**src/rtl/pipe_ctrl_pkg.sv**
```systemverilog
// rtl/pipe_ctrl_pkg.sv - control-bundle layout, opcodes and hazard event encoding
package pipe_ctrl_pkg;

    localparam int CTRL_W          = 7;
    localparam int CTRL_WEN        = 6;
    localparam int CTRL_MEM_READ   = 5;
    localparam int CTRL_MEM_WRITE  = 4;
    localparam int CTRL_ALU_TO_REG = 3;
    localparam int CTRL_BRANCH     = 2;
    localparam int CTRL_JR         = 1;
    localparam int CTRL_JAL        = 0;

    localparam logic [3:0] OP_ADD = 4'h0;
    localparam logic [3:0] OP_LW  = 4'h8;
    localparam logic [3:0] OP_SW  = 4'h9;
    localparam logic [3:0] OP_JR  = 4'hA;
    localparam logic [3:0] OP_JAL = 4'hB;
    localparam logic [3:0] OP_BNE = 4'hC;

    typedef enum logic [1:0] {
        EV_NONE,
        EV_LOAD_USE,
        EV_REDIRECT,
        EV_FREEZE
    } pipe_event_e;

endpackage

```
**src/rtl/pipe_ctrl_if.sv**
```systemverilog
// rtl/pipe_ctrl_if.sv - ID inputs, datapath status and pipeline control outputs
interface pipe_ctrl_if #(
    parameter int OPCODE_W = 4,
    parameter int RADDR_W  = 3,
    parameter int CNT_W    = 16
);
    import pipe_ctrl_pkg::*;

    logic                id_valid;
    logic [OPCODE_W-1:0] id_opcode;
    logic [RADDR_W-1:0]  id_rs1;
    logic [RADDR_W-1:0]  id_rs2;
    logic [RADDR_W-1:0]  id_rd;
    logic                ex_redirect;
    logic                mem_ready;

    logic                stall_if;
    logic                flush_id;
    logic                ex_valid;
    logic [CTRL_W-1:0]   ex_ctrl;
    logic [RADDR_W-1:0]  ex_rd;
    logic                mem_valid;
    logic [CTRL_W-1:0]   mem_ctrl;
    logic [RADDR_W-1:0]  mem_rd;
    logic                wb_valid;
    logic                wb_wen;
    logic                wb_alu_to_reg;
    logic [RADDR_W-1:0]  wb_rd;
    logic [CNT_W-1:0]    stall_cnt;
    logic [CNT_W-1:0]    flush_cnt;

    modport master (
        output id_valid, id_opcode, id_rs1, id_rs2, id_rd, ex_redirect, mem_ready,
        input  stall_if, flush_id, ex_valid, ex_ctrl, ex_rd, mem_valid, mem_ctrl, mem_rd,
               wb_valid, wb_wen, wb_alu_to_reg, wb_rd, stall_cnt, flush_cnt
    );

    modport slave (
        input  id_valid, id_opcode, id_rs1, id_rs2, id_rd, ex_redirect, mem_ready,
        output stall_if, flush_id, ex_valid, ex_ctrl, ex_rd, mem_valid, mem_ctrl, mem_rd,
               wb_valid, wb_wen, wb_alu_to_reg, wb_rd, stall_cnt, flush_cnt
    );

endinterface

```
**src/rtl/pipe_ctrl_decode.sv**
```systemverilog
// rtl/pipe_ctrl_decode.sv - combinational opcode to control-bundle table
module pipe_ctrl_decode
    import pipe_ctrl_pkg::*;
#(
    parameter int OPCODE_W = 4,
    parameter int RADDR_W  = 3,
    parameter int ZERO_REG = 1
) (
    input  logic                i_valid,
    input  logic [OPCODE_W-1:0] i_opcode,
    input  logic [RADDR_W-1:0]  i_rd,
    output logic [CTRL_W-1:0]   o_ctrl
);

    always_comb begin
        // Anything not listed behaves as a register-writing ALU op
        o_ctrl                  = '0;
        o_ctrl[CTRL_WEN]        = 1'b1;
        o_ctrl[CTRL_ALU_TO_REG] = 1'b1;
        case (i_opcode)
            OPCODE_W'(OP_LW): begin
                o_ctrl[CTRL_MEM_READ]   = 1'b1;
                o_ctrl[CTRL_ALU_TO_REG] = 1'b0;
            end
            OPCODE_W'(OP_SW): begin
                o_ctrl[CTRL_WEN]       = 1'b0;
                o_ctrl[CTRL_MEM_WRITE] = 1'b1;
            end
            OPCODE_W'(OP_JR): begin
                o_ctrl[CTRL_WEN] = 1'b0;
                o_ctrl[CTRL_JR]  = 1'b1;
            end
            OPCODE_W'(OP_JAL): begin
                o_ctrl[CTRL_JR]  = 1'b1;
                o_ctrl[CTRL_JAL] = 1'b1;
            end
            OPCODE_W'(OP_BNE): begin
                o_ctrl[CTRL_WEN]    = 1'b0;
                o_ctrl[CTRL_BRANCH] = 1'b1;
            end
            default: ;
        endcase
        if ((ZERO_REG != 0) && (i_rd == '0)) begin
            o_ctrl[CTRL_WEN] = 1'b0;
        end
        if (!i_valid) begin
            o_ctrl = '0;
        end
    end

endmodule

```
**src/rtl/pipe_ctrl.sv**
```systemverilog
// rtl/pipe_ctrl.sv - EX/MEM/WB control pipeline with stall, flush, freeze and counters
module pipe_ctrl
    import pipe_ctrl_pkg::*;
#(
    parameter int OPCODE_W = 4,
    parameter int RADDR_W  = 3,
    parameter int ZERO_REG = 1,
    parameter int CNT_W    = 16
) (
    input  logic       clk,
    input  logic       rst_n,
    pipe_ctrl_if.slave bus
);

    logic [CTRL_W-1:0]  w_id_ctrl;
    logic               w_freeze;
    logic               w_redirect;
    logic               w_load_use;
    logic               w_ex_hit;
    logic               w_ex_zero;
    logic               w_stall;
    pipe_event_e        w_event;

    logic               r_ex_valid;
    logic [CTRL_W-1:0]  r_ex_ctrl;
    logic [RADDR_W-1:0] r_ex_rd;
    logic               r_mem_valid;
    logic [CTRL_W-1:0]  r_mem_ctrl;
    logic [RADDR_W-1:0] r_mem_rd;
    logic               r_wb_valid;
    logic               r_wb_wen;
    logic               r_wb_alu;
    logic [RADDR_W-1:0] r_wb_rd;
    logic [CNT_W-1:0]   r_stall_cnt;
    logic [CNT_W-1:0]   r_flush_cnt;

    pipe_ctrl_decode #(
        .OPCODE_W (OPCODE_W),
        .RADDR_W  (RADDR_W),
        .ZERO_REG (ZERO_REG)
    ) u_decode (
        .i_valid  (bus.id_valid),
        .i_opcode (bus.id_opcode),
        .i_rd     (bus.id_rd),
        .o_ctrl   (w_id_ctrl)
    );

    assign w_freeze   = r_mem_valid & (r_mem_ctrl[CTRL_MEM_READ] | r_mem_ctrl[CTRL_MEM_WRITE])
                      & ~bus.mem_ready;
    assign w_redirect = r_ex_valid & bus.ex_redirect & ~w_freeze;
    assign w_ex_hit   = (r_ex_rd == bus.id_rs1) | (r_ex_rd == bus.id_rs2);
    assign w_ex_zero  = (ZERO_REG != 0) && (r_ex_rd == '0);
    assign w_load_use = r_ex_valid & r_ex_ctrl[CTRL_MEM_READ] & bus.id_valid & w_ex_hit
                      & ~w_ex_zero & ~w_freeze & ~w_redirect;
    assign w_stall    = w_freeze | w_load_use;

    always_comb begin
        w_event = EV_NONE;
        if (w_freeze)        w_event = EV_FREEZE;
        else if (w_redirect) w_event = EV_REDIRECT;
        else if (w_load_use) w_event = EV_LOAD_USE;
    end

    always_ff @(posedge clk or negedge rst_n) begin
        if (!rst_n) begin
            r_ex_valid  <= 1'b0;
            r_ex_ctrl   <= '0;
            r_ex_rd     <= '0;
            r_mem_valid <= 1'b0;
            r_mem_ctrl  <= '0;
            r_mem_rd    <= '0;
            r_wb_valid  <= 1'b0;
            r_wb_wen    <= 1'b0;
            r_wb_alu    <= 1'b0;
            r_wb_rd     <= '0;
            r_stall_cnt <= '0;
            r_flush_cnt <= '0;
        end else begin
            case (w_event)
                // WB retires its instruction once, then idles while MEM waits
                EV_FREEZE: r_wb_valid <= 1'b0;
                default: begin
                    r_wb_valid  <= r_mem_valid;
                    r_wb_wen    <= r_mem_ctrl[CTRL_WEN];
                    r_wb_alu    <= r_mem_ctrl[CTRL_ALU_TO_REG];
                    r_wb_rd     <= r_mem_rd;
                    r_mem_valid <= r_ex_valid;
                    r_mem_ctrl  <= r_ex_ctrl;
                    r_mem_rd    <= r_ex_rd;
                    if (w_event == EV_NONE) begin
                        r_ex_valid <= bus.id_valid;
                        r_ex_ctrl  <= w_id_ctrl;
                        r_ex_rd    <= bus.id_valid ? bus.id_rd : '0;
                    end else begin
                        r_ex_valid <= 1'b0;
                        r_ex_ctrl  <= '0;
                        r_ex_rd    <= '0;
                    end
                end
            endcase
            if (w_stall && (r_stall_cnt != '1)) begin
                r_stall_cnt <= r_stall_cnt + 1'b1;
            end
            if (w_redirect && (r_flush_cnt != '1)) begin
                r_flush_cnt <= r_flush_cnt + 1'b1;
            end
        end
    end

    assign bus.stall_if      = w_stall;
    assign bus.flush_id      = w_redirect;
    assign bus.ex_valid      = r_ex_valid;
    assign bus.ex_ctrl       = r_ex_ctrl;
    assign bus.ex_rd         = r_ex_rd;
    assign bus.mem_valid     = r_mem_valid;
    assign bus.mem_ctrl      = r_mem_ctrl;
    assign bus.mem_rd        = r_mem_rd;
    assign bus.wb_valid      = r_wb_valid;
    assign bus.wb_wen        = r_wb_valid & r_wb_wen;
    assign bus.wb_alu_to_reg = r_wb_alu;
    assign bus.wb_rd         = r_wb_rd;
    assign bus.stall_cnt     = r_stall_cnt;
    assign bus.flush_cnt     = r_flush_cnt;

endmodule

```
**src/flat_wrapper.sv**
```systemverilog
// flat-port wrapper written by rule: the top's interface ports become plain ports
module pipe_ctrl_flat import pipe_ctrl_pkg::*;
#(
    parameter int OPCODE_W = 4,
    parameter int RADDR_W  = 3,
    parameter int ZERO_REG = 1,
    parameter int CNT_W    = 16
)
  (clk, rst_n, bus_id_valid, bus_id_opcode, bus_id_rs1, bus_id_rs2, bus_id_rd, bus_ex_redirect, bus_mem_ready, bus_stall_if, bus_flush_id, bus_ex_valid, bus_ex_ctrl, bus_ex_rd, bus_mem_valid, bus_mem_ctrl, bus_mem_rd, bus_wb_valid, bus_wb_wen, bus_wb_alu_to_reg, bus_wb_rd, bus_stall_cnt, bus_flush_cnt);
  pipe_ctrl_if #(.OPCODE_W(OPCODE_W), .RADDR_W(RADDR_W), .CNT_W(CNT_W)) bus_i ();
  input  logic clk;
  input  logic rst_n;
  input wire logic [$bits(bus_i.id_valid)-1:0] bus_id_valid;
  input wire logic [$bits(bus_i.id_opcode)-1:0] bus_id_opcode;
  input wire logic [$bits(bus_i.id_rs1)-1:0] bus_id_rs1;
  input wire logic [$bits(bus_i.id_rs2)-1:0] bus_id_rs2;
  input wire logic [$bits(bus_i.id_rd)-1:0] bus_id_rd;
  input wire logic [$bits(bus_i.ex_redirect)-1:0] bus_ex_redirect;
  input wire logic [$bits(bus_i.mem_ready)-1:0] bus_mem_ready;
  output wire logic [$bits(bus_i.stall_if)-1:0] bus_stall_if;
  output wire logic [$bits(bus_i.flush_id)-1:0] bus_flush_id;
  output wire logic [$bits(bus_i.ex_valid)-1:0] bus_ex_valid;
  output wire logic [$bits(bus_i.ex_ctrl)-1:0] bus_ex_ctrl;
  output wire logic [$bits(bus_i.ex_rd)-1:0] bus_ex_rd;
  output wire logic [$bits(bus_i.mem_valid)-1:0] bus_mem_valid;
  output wire logic [$bits(bus_i.mem_ctrl)-1:0] bus_mem_ctrl;
  output wire logic [$bits(bus_i.mem_rd)-1:0] bus_mem_rd;
  output wire logic [$bits(bus_i.wb_valid)-1:0] bus_wb_valid;
  output wire logic [$bits(bus_i.wb_wen)-1:0] bus_wb_wen;
  output wire logic [$bits(bus_i.wb_alu_to_reg)-1:0] bus_wb_alu_to_reg;
  output wire logic [$bits(bus_i.wb_rd)-1:0] bus_wb_rd;
  output wire logic [$bits(bus_i.stall_cnt)-1:0] bus_stall_cnt;
  output wire logic [$bits(bus_i.flush_cnt)-1:0] bus_flush_cnt;
  assign bus_i.id_valid = bus_id_valid;
  assign bus_i.id_opcode = bus_id_opcode;
  assign bus_i.id_rs1 = bus_id_rs1;
  assign bus_i.id_rs2 = bus_id_rs2;
  assign bus_i.id_rd = bus_id_rd;
  assign bus_i.ex_redirect = bus_ex_redirect;
  assign bus_i.mem_ready = bus_mem_ready;
  assign bus_stall_if = bus_i.stall_if;
  assign bus_flush_id = bus_i.flush_id;
  assign bus_ex_valid = bus_i.ex_valid;
  assign bus_ex_ctrl = bus_i.ex_ctrl;
  assign bus_ex_rd = bus_i.ex_rd;
  assign bus_mem_valid = bus_i.mem_valid;
  assign bus_mem_ctrl = bus_i.mem_ctrl;
  assign bus_mem_rd = bus_i.mem_rd;
  assign bus_wb_valid = bus_i.wb_valid;
  assign bus_wb_wen = bus_i.wb_wen;
  assign bus_wb_alu_to_reg = bus_i.wb_alu_to_reg;
  assign bus_wb_rd = bus_i.wb_rd;
  assign bus_stall_cnt = bus_i.stall_cnt;
  assign bus_flush_cnt = bus_i.flush_cnt;
  pipe_ctrl #(.OPCODE_W(OPCODE_W), .RADDR_W(RADDR_W), .ZERO_REG(ZERO_REG), .CNT_W(CNT_W)) u_core (.clk(clk), .rst_n(rst_n), .bus(bus_i));
endmodule
```
**config.mk**
```make
export PLATFORM = sky130hd
export DESIGN_NAME = pipe_ctrl_flat
export DESIGN_NICKNAME = d
export VERILOG_FILES = /design/src/rtl/pipe_ctrl_pkg.sv /design/src/rtl/pipe_ctrl_if.sv /design/src/rtl/pipe_ctrl_decode.sv /design/src/rtl/pipe_ctrl.sv /design/src/flat_wrapper.sv
export SDC_FILE = /design/constraint.sdc
export NUM_CORES = 1
export LEC_CHECK = 0
export CORE_ASPECT_RATIO = 1.4
export CORE_UTILIZATION = 43
export CTS_CLUSTER_SIZE = 28
export DETAILED_ROUTE_END_ITERATION = 10
export PLACE_DENSITY = 0.74
export SYNTH_ARGS = -nofsm -noshare
export SYNTH_HDL_FRONTEND = slang
export SYNTH_SLANG_ARGS = --single-unit
```
**constraint.sdc**
```tcl
create_clock -name clk -period 5.4 [get_ports clk]
set_input_delay 0.54 -clock clk [delete_from_list [all_inputs] [get_ports clk]]
set_output_delay 0.54 -clock clk [all_outputs]
set_load 0.02 [all_outputs]
```
==> flow_summary.toml, run 1 <==
[critical_path]
crit_fanout = 3
slowest_stage = "clkdlybuf4s50_1"
max_stage_delay_ns = 0.53
worstPathCellList = "clkdlybuf4s50_1 > xor2_1 > nor3_1 > a31oi_1 > o21a_1 > inv_1 > clkdlybuf4s50_1"
cp-start-kind = "input pin"
crit_path_start = "bus_id_rs1[0]"
r2r-start = "u_core.bus.stall_cnt[0]"
crit_top_cell = "clkdlybuf4s50_1"
endpoint_kind = "output pin"
critPathRequiredTime_ns = 4.86
critPathKind = "in2out"
critPathArrivalTime_ns = 2.43

[power_and_ir_drop]
power_frac_comb = 0.170
seqPwrFrac = 0.468
p_leak_uw = 0.00164
power.density_mw_per_mm2 = 297
p_sw_uw = 311
power_frac_clock = 0.362
netSwitchingFraction = 0.279
peakVddDrop_mv = 0.251
p_int_uw = 801

[cts]
htreeDepth = 3
hold_buffers = 0
clockRootBuffer = "clkbuf_8"
clockBufferDepth = 2
cts_tree = "yes"
clock-sinks = 60
clock_latency_ns = 0.34
cts_resized = 0
cts_made_buffers = 9
cts.reportedPaths.clkPinSlew_ns = 0.06
cts_setup_buffers = 0

[detailed_routing]
drtIter0Drc = 68
vias = 2059
via_per_inst = 5.33
routedWlPerCell_um = 15.2
drc = 0
wl_um = 5880
ant_nets = 0
dr.pass1.iters = 4

[sta]
skew_ns = 0.00936
drv_slew = 0
max_slew_margin = 0.517
fmax_mhz = 336
tightest_slew_ns = 0.725
setup_viol = 0
fin_tns_setup_ns = 0
period_needed_ns = 2.97
post-route-period-util = 0.550
hold_violations = 0
rsz0062_at_grt = "no"

[synthesis]
avgSynthCellArea_um2 = 12.0
ys_seq_elements = 60
synth_cells = 224
ys_seq_area_frac = 0.559
yosys_warnings = 0
synth_ff_type = "dfrtp_1"
yosysTopAreaCell = "dfrtp_1"
syn_area_mm2 = 0.00268
synth_cell_types = 39
synth_edf_count = 0
netlist_top_cells_count = "dfrtp_1 (60), xnor2_1 (26), nand2_1 (23), mux2_2 (18), nand4_1 (13)"
yosys.area.top_type_share = 0.559
synth_area_leaders = "dfrtp_1 (56%), xnor2_1 (8.5%), mux2_2 (7.6%)"
synth_fp_nets = 244
synthArstFlopShare = 1.00
synth.most_common_cell = "dfrtp_1"

[grt]
grt_pass1_wl_um = 9230
grt_max_degree = 61
grt_pass1_vias = 2001
grtUsageTotal = 0.195
grt_overflow = 0
antenna_found_initial = 0

[layout]
diodes = 0
drive_gt1_frac = 0.139
areaGrowthSynthToFinish_pct = 39.5
nNetsFinal = 331
fillCellCount = 489
multi_input_area_mm2 = 0.00113
regArea_mm2 = 0.00150
final_area_mm2 = 0.00374

[place]
place_congestion = 0.734
place_area_mm2 = 0.00354
dp_hpwl_um = 4200
io_buffers = 79

[floorplanning]
die_y_um = 95.5
io_pins = 80
initial_utilization = 0.451
num_rows = 33
die_w_um = 68.8
fp.coreArea_mm2 = 0.00595
design.die.area_mm2 = 0.00657

[flow_run]
maxCapViolations = 0

[worst_hold_path]
worstHoldPathType = "in2async"

[run_status]
outcome = "finished clean"
[layout by cell type (no fill, tap or decap), types with 2 or more instances in the layout]
cell,Yosys,layout
a22o_1,4,4
a32o_1,3,3
and2_1,2,2
and3_1,5,5
buf_4,0,2
clkbuf_8,0,10
clkdlybuf4s50_1,0,78
clkinv_2,0,2
clkinvlp_4,0,2
dfrtp_1,60,60
ha_1,2,2
inv_1,5,5
mux2_2,18,18
nand2_1,23,23
nand3_1,10,10
nand4_1,13,13
nor2_1,7,7
nor2b_1,2,2
nor3_1,3,3
nor3_2,2,2
nor4_1,3,3
o211ai_1,2,2
o21ai_0,3,3
o31ai_1,2,2
xnor2_1,26,26
xor2_1,9,9
[power groups by stage]
| stage | combinational (µW) | clock (µW) | sequential, µW |
|---|---|---|---|
| 2_1_floorplan | 55.2 | 0 | 558 |
| 3_3_place_gp | 187 | 0 | 529 |
| 3_5_place_dp | 190 | 0 | 529 |
| 4_1_cts | 191 | 415 | 521 |
| 5_1_grt | 204 | 430 | 527 |
| 6_report | 189 | 403 | 520 |
[routing by layer]
metal,vias up,part of all wire,GRT usage,wire length [µm]
li1,972,-,-,-
met1,1013,0.42,0.214,2440
met2,66,0.50,0.316,2930
met3,8,0.067,0.0742,392
met4,0,0.019,0.112,114
met5,-,0,0,0
[cells by family (layout without fill, tap and decap cells)]
family          after synthesis  count (layout)  synth area share
flops                        60              60             0.559
fa+ha+maj                     2               2           0.00932
buf+inv                      10             102            0.0177
simple gates                 77              77             0.157
compound gates               21              21            0.0634
xor+xnor                     35              35             0.114
mux                          19              19            0.0793
[final cells by class]
| cell class | count | area share |
|---|---|---|
| Sequential cell | 60 | 0.401 |
| Multi-Input combinational cell | 154 | 0.303 |
| Timing Repair Buffer | 81 | 0.214 |
| Clock buffer | 10 | 0.0368 |
| Tap cell | 70 | 0.0234 |
| Clock inverter | 6 | 0.0170 |
| Inverter | 5 | 0.00501 |
[worst max-delay path: cells and delay by family]
kind            cells  cell delay (ns)
buf+inv             3             1.08
xor+xnor            1             0.15
compound gates      2             0.59
simple gates        1             0.07
[through the flow]
stage	hold slack, ns	util	instances	total power, µW	worst slack (ns)
4_1_cts	0.368	0.630	386	1130	2.44
3_3_place_gp	0.480	0.596	370	716	2.50
5_1_grt	0.402	0.630	386	1160	2.38
3_5_place_dp	0.490	0.596	370	719	2.46
6_report	0.345	0.630	386	1110	2.43
2_1_floorplan	0.244	-	224	613	3.47
[worst paths after layout]
check                                            to  slack, ns  cells past startpoint
max                                    bus_stall_if       2.43                      7
max in group asynchronous  u_core.bus.flush_cnt[11]       4.58                      2
max reg2reg                 u_core.bus.stall_cnt[1]       3.22                      5
min in group clk              u_core.bus.ex_ctrl[2]       0.50                      2
min                         u_core.bus.stall_cnt[3]       0.34                      2
min reg2reg                   u_core.bus.ex_ctrl[2]       0.50                      2
(Power assumes the default switching activity.)
==> run 2: changes to the inputs <==
Settings changed: CORE_UTILIZATION 43 to 42, PLACE_DENSITY 0.74 to 0.75.
Clock period 5.4 ns to 2.7 ns, I/O delays scaled along.
==> flow_summary.toml, run 2 (synthesis results as in run 1) <==
[run_status]
outcome = "finished clean"

[sta]
setup_viol = 0
drv_slew = 0
hold_violations = 0
post-route-period-util = 0.900
fin_tns_setup_ns = 0
setup_slack_ns = 0.269
skew_ns = 0.00727
period_needed_ns = 2.43
rsz0062_at_grt = "no"
fmax_mhz = 411
max_slew_margin = 0.510
tightest_slew_ns = 0.735

[critical_path]
endpoint_kind = "output pin"
r2r_setup_slack_ns = 0.55
max_stage_delay_ns = 0.60
critPathArrivalTime_ns = 2.16
slowest_stage = "clkdlybuf4s50_1"
reg2reg_depth = 5
r2r-start = "u_core.bus.stall_cnt[0]"
cp.depth = 6
critPathRequiredTime_ns = 2.43
crit_path_start = "u_core.bus.ex_rd[0]"
reg2reg_to = "u_core.bus.stall_cnt[1]"
crit_fanout = 3
cp-start-kind = "flop"
path_delay_family = "buffers and inverters"
worst-path-buf-inv = 2
worstPathCellList = "xor2_1 > nor3_1 > a31oi_1 > o21a_1 > inv_1 > clkdlybuf4s50_1"
critPathKind = "reg2out"

[cts]
clock_latency_ns = 0.33
htreeDepth = 3
clock-sinks = 60
cts_tree = "yes"
clockBufferDepth = 2
cts.reportedPaths.clkPinSlew_ns = 0.07
clockRootBuffer = "clkbuf_8"
hold_buffers = 0
cts_resized = 0
cts_setup_buffers = 0
cts_made_buffers = 9

[layout]
post-route-util = 0.607
final_common_cell = "clkdlybuf4s50_1"
final_cell_mix = "clkdlybuf4s50_1 (78), dfrtp_1 (60), xnor2_1 (26)"
diodes = 0
areaGrowthSynthToFinish_pct = 40.6
nNetsFinal = 336
drive_gt1_frac = 0.150

[detailed_routing]
via_per_inst = 5.28
ant_nets = 0
routedWlPerCell_um = 15.1
drtIter0Drc = 56
wl_um = 5930
drc = 0
vias = 2074
dr.pass1.iters = 6

[floorplanning]
initial_utilization = 0.432
die_y_um = 96.6
die_w_um = 69.6
num_rows = 34
fp.coreArea_mm2 = 0.00621
io_pins = 80
design.die.area_mm2 = 0.00672

[power_and_ir_drop]
peakVddDrop_mv = 0.516
p_leak_uw = 0.00165
power.density_mw_per_mm2 = 573
total_power_uw = 2160

[grt]
antenna_found_initial = 0
grt_pass1_vias = 1986
grt_pass1_wl_um = 9580
grt_overflow = 0
grtUsageTotal = 0.188
grt_max_degree = 61

[flow_run]
maxCapViolations = 0

[place]
dp_slack_ns = 0.318
dp_hpwl_um = 4360
place_congestion = 0.843
io_buffers = 79

[worst_hold_path]
worstHoldPathType = "in2async"
-- run 2: cell types whose count changed in the layout (fill, tap and decap cells not counted), sizes merged --
cell	change
buf	+5
clkinv	-2
clkbuf	+3
bufinv	-1
-- run 2: power breakdown --
part | internal (µW) | switching, µW
clock | 407 | 336
sequential | 961 | 71.9
combinational | 197 | 187
total | 1560 | 596
-- run 2: how the worst max path moves through the flow --
| stage | endpoint | slack, ns |
|---|---|---|
| 6_report | bus_stall_if | 0.27 |
| 5_1_grt | bus_stall_if | 0.12 |
| 4_1_cts | bus_stall_if | 0.25 |
| 3_5_place_dp | bus_stall_if | 0.32 |
| 3_3_place_gp | bus_stall_if | 0.34 |
| 2_1_floorplan | u_core.bus.stall_cnt[6] | 0.79 |
-- run 2: layout make-up --
| cell class | count | area [µm²] |
|---|---|---|
| sequential | 60 | 1500 |
| clock inverter | 3 | 20.0 |
| multi-input combinational | 154 | 1130 |
| fill | 516 | 2440 |
| inverter | 5 | 18.8 |
| timing repair buffer | 86 | 838 |
| tap | 72 | 90.1 |
| clock buffer | 13 | 169 |
-- run 2: per-layer routing --
metal | part of all wire | vias to the layer above | GRT usage
met4 | 0.0073 | 0 | 0.0629
met3 | 0.062 | 4 | 0.0716
met2 | 0.52 | 59 | 0.324
met5 | 0 | - | 0
met1 | 0.41 | 1024 | 0.216
li1 | - | 987 | -
-- run 2: per-stage QoR --
stage               area (µm²)  instances  hold WS (ns)
floorplan                 2680        224       -0.0256
global placement          3580        377         0.468
detailed placement        3580        377         0.464
CTS                       3770        393         0.105
global route              3770        393         0.130
finish                    3770        393        0.0677
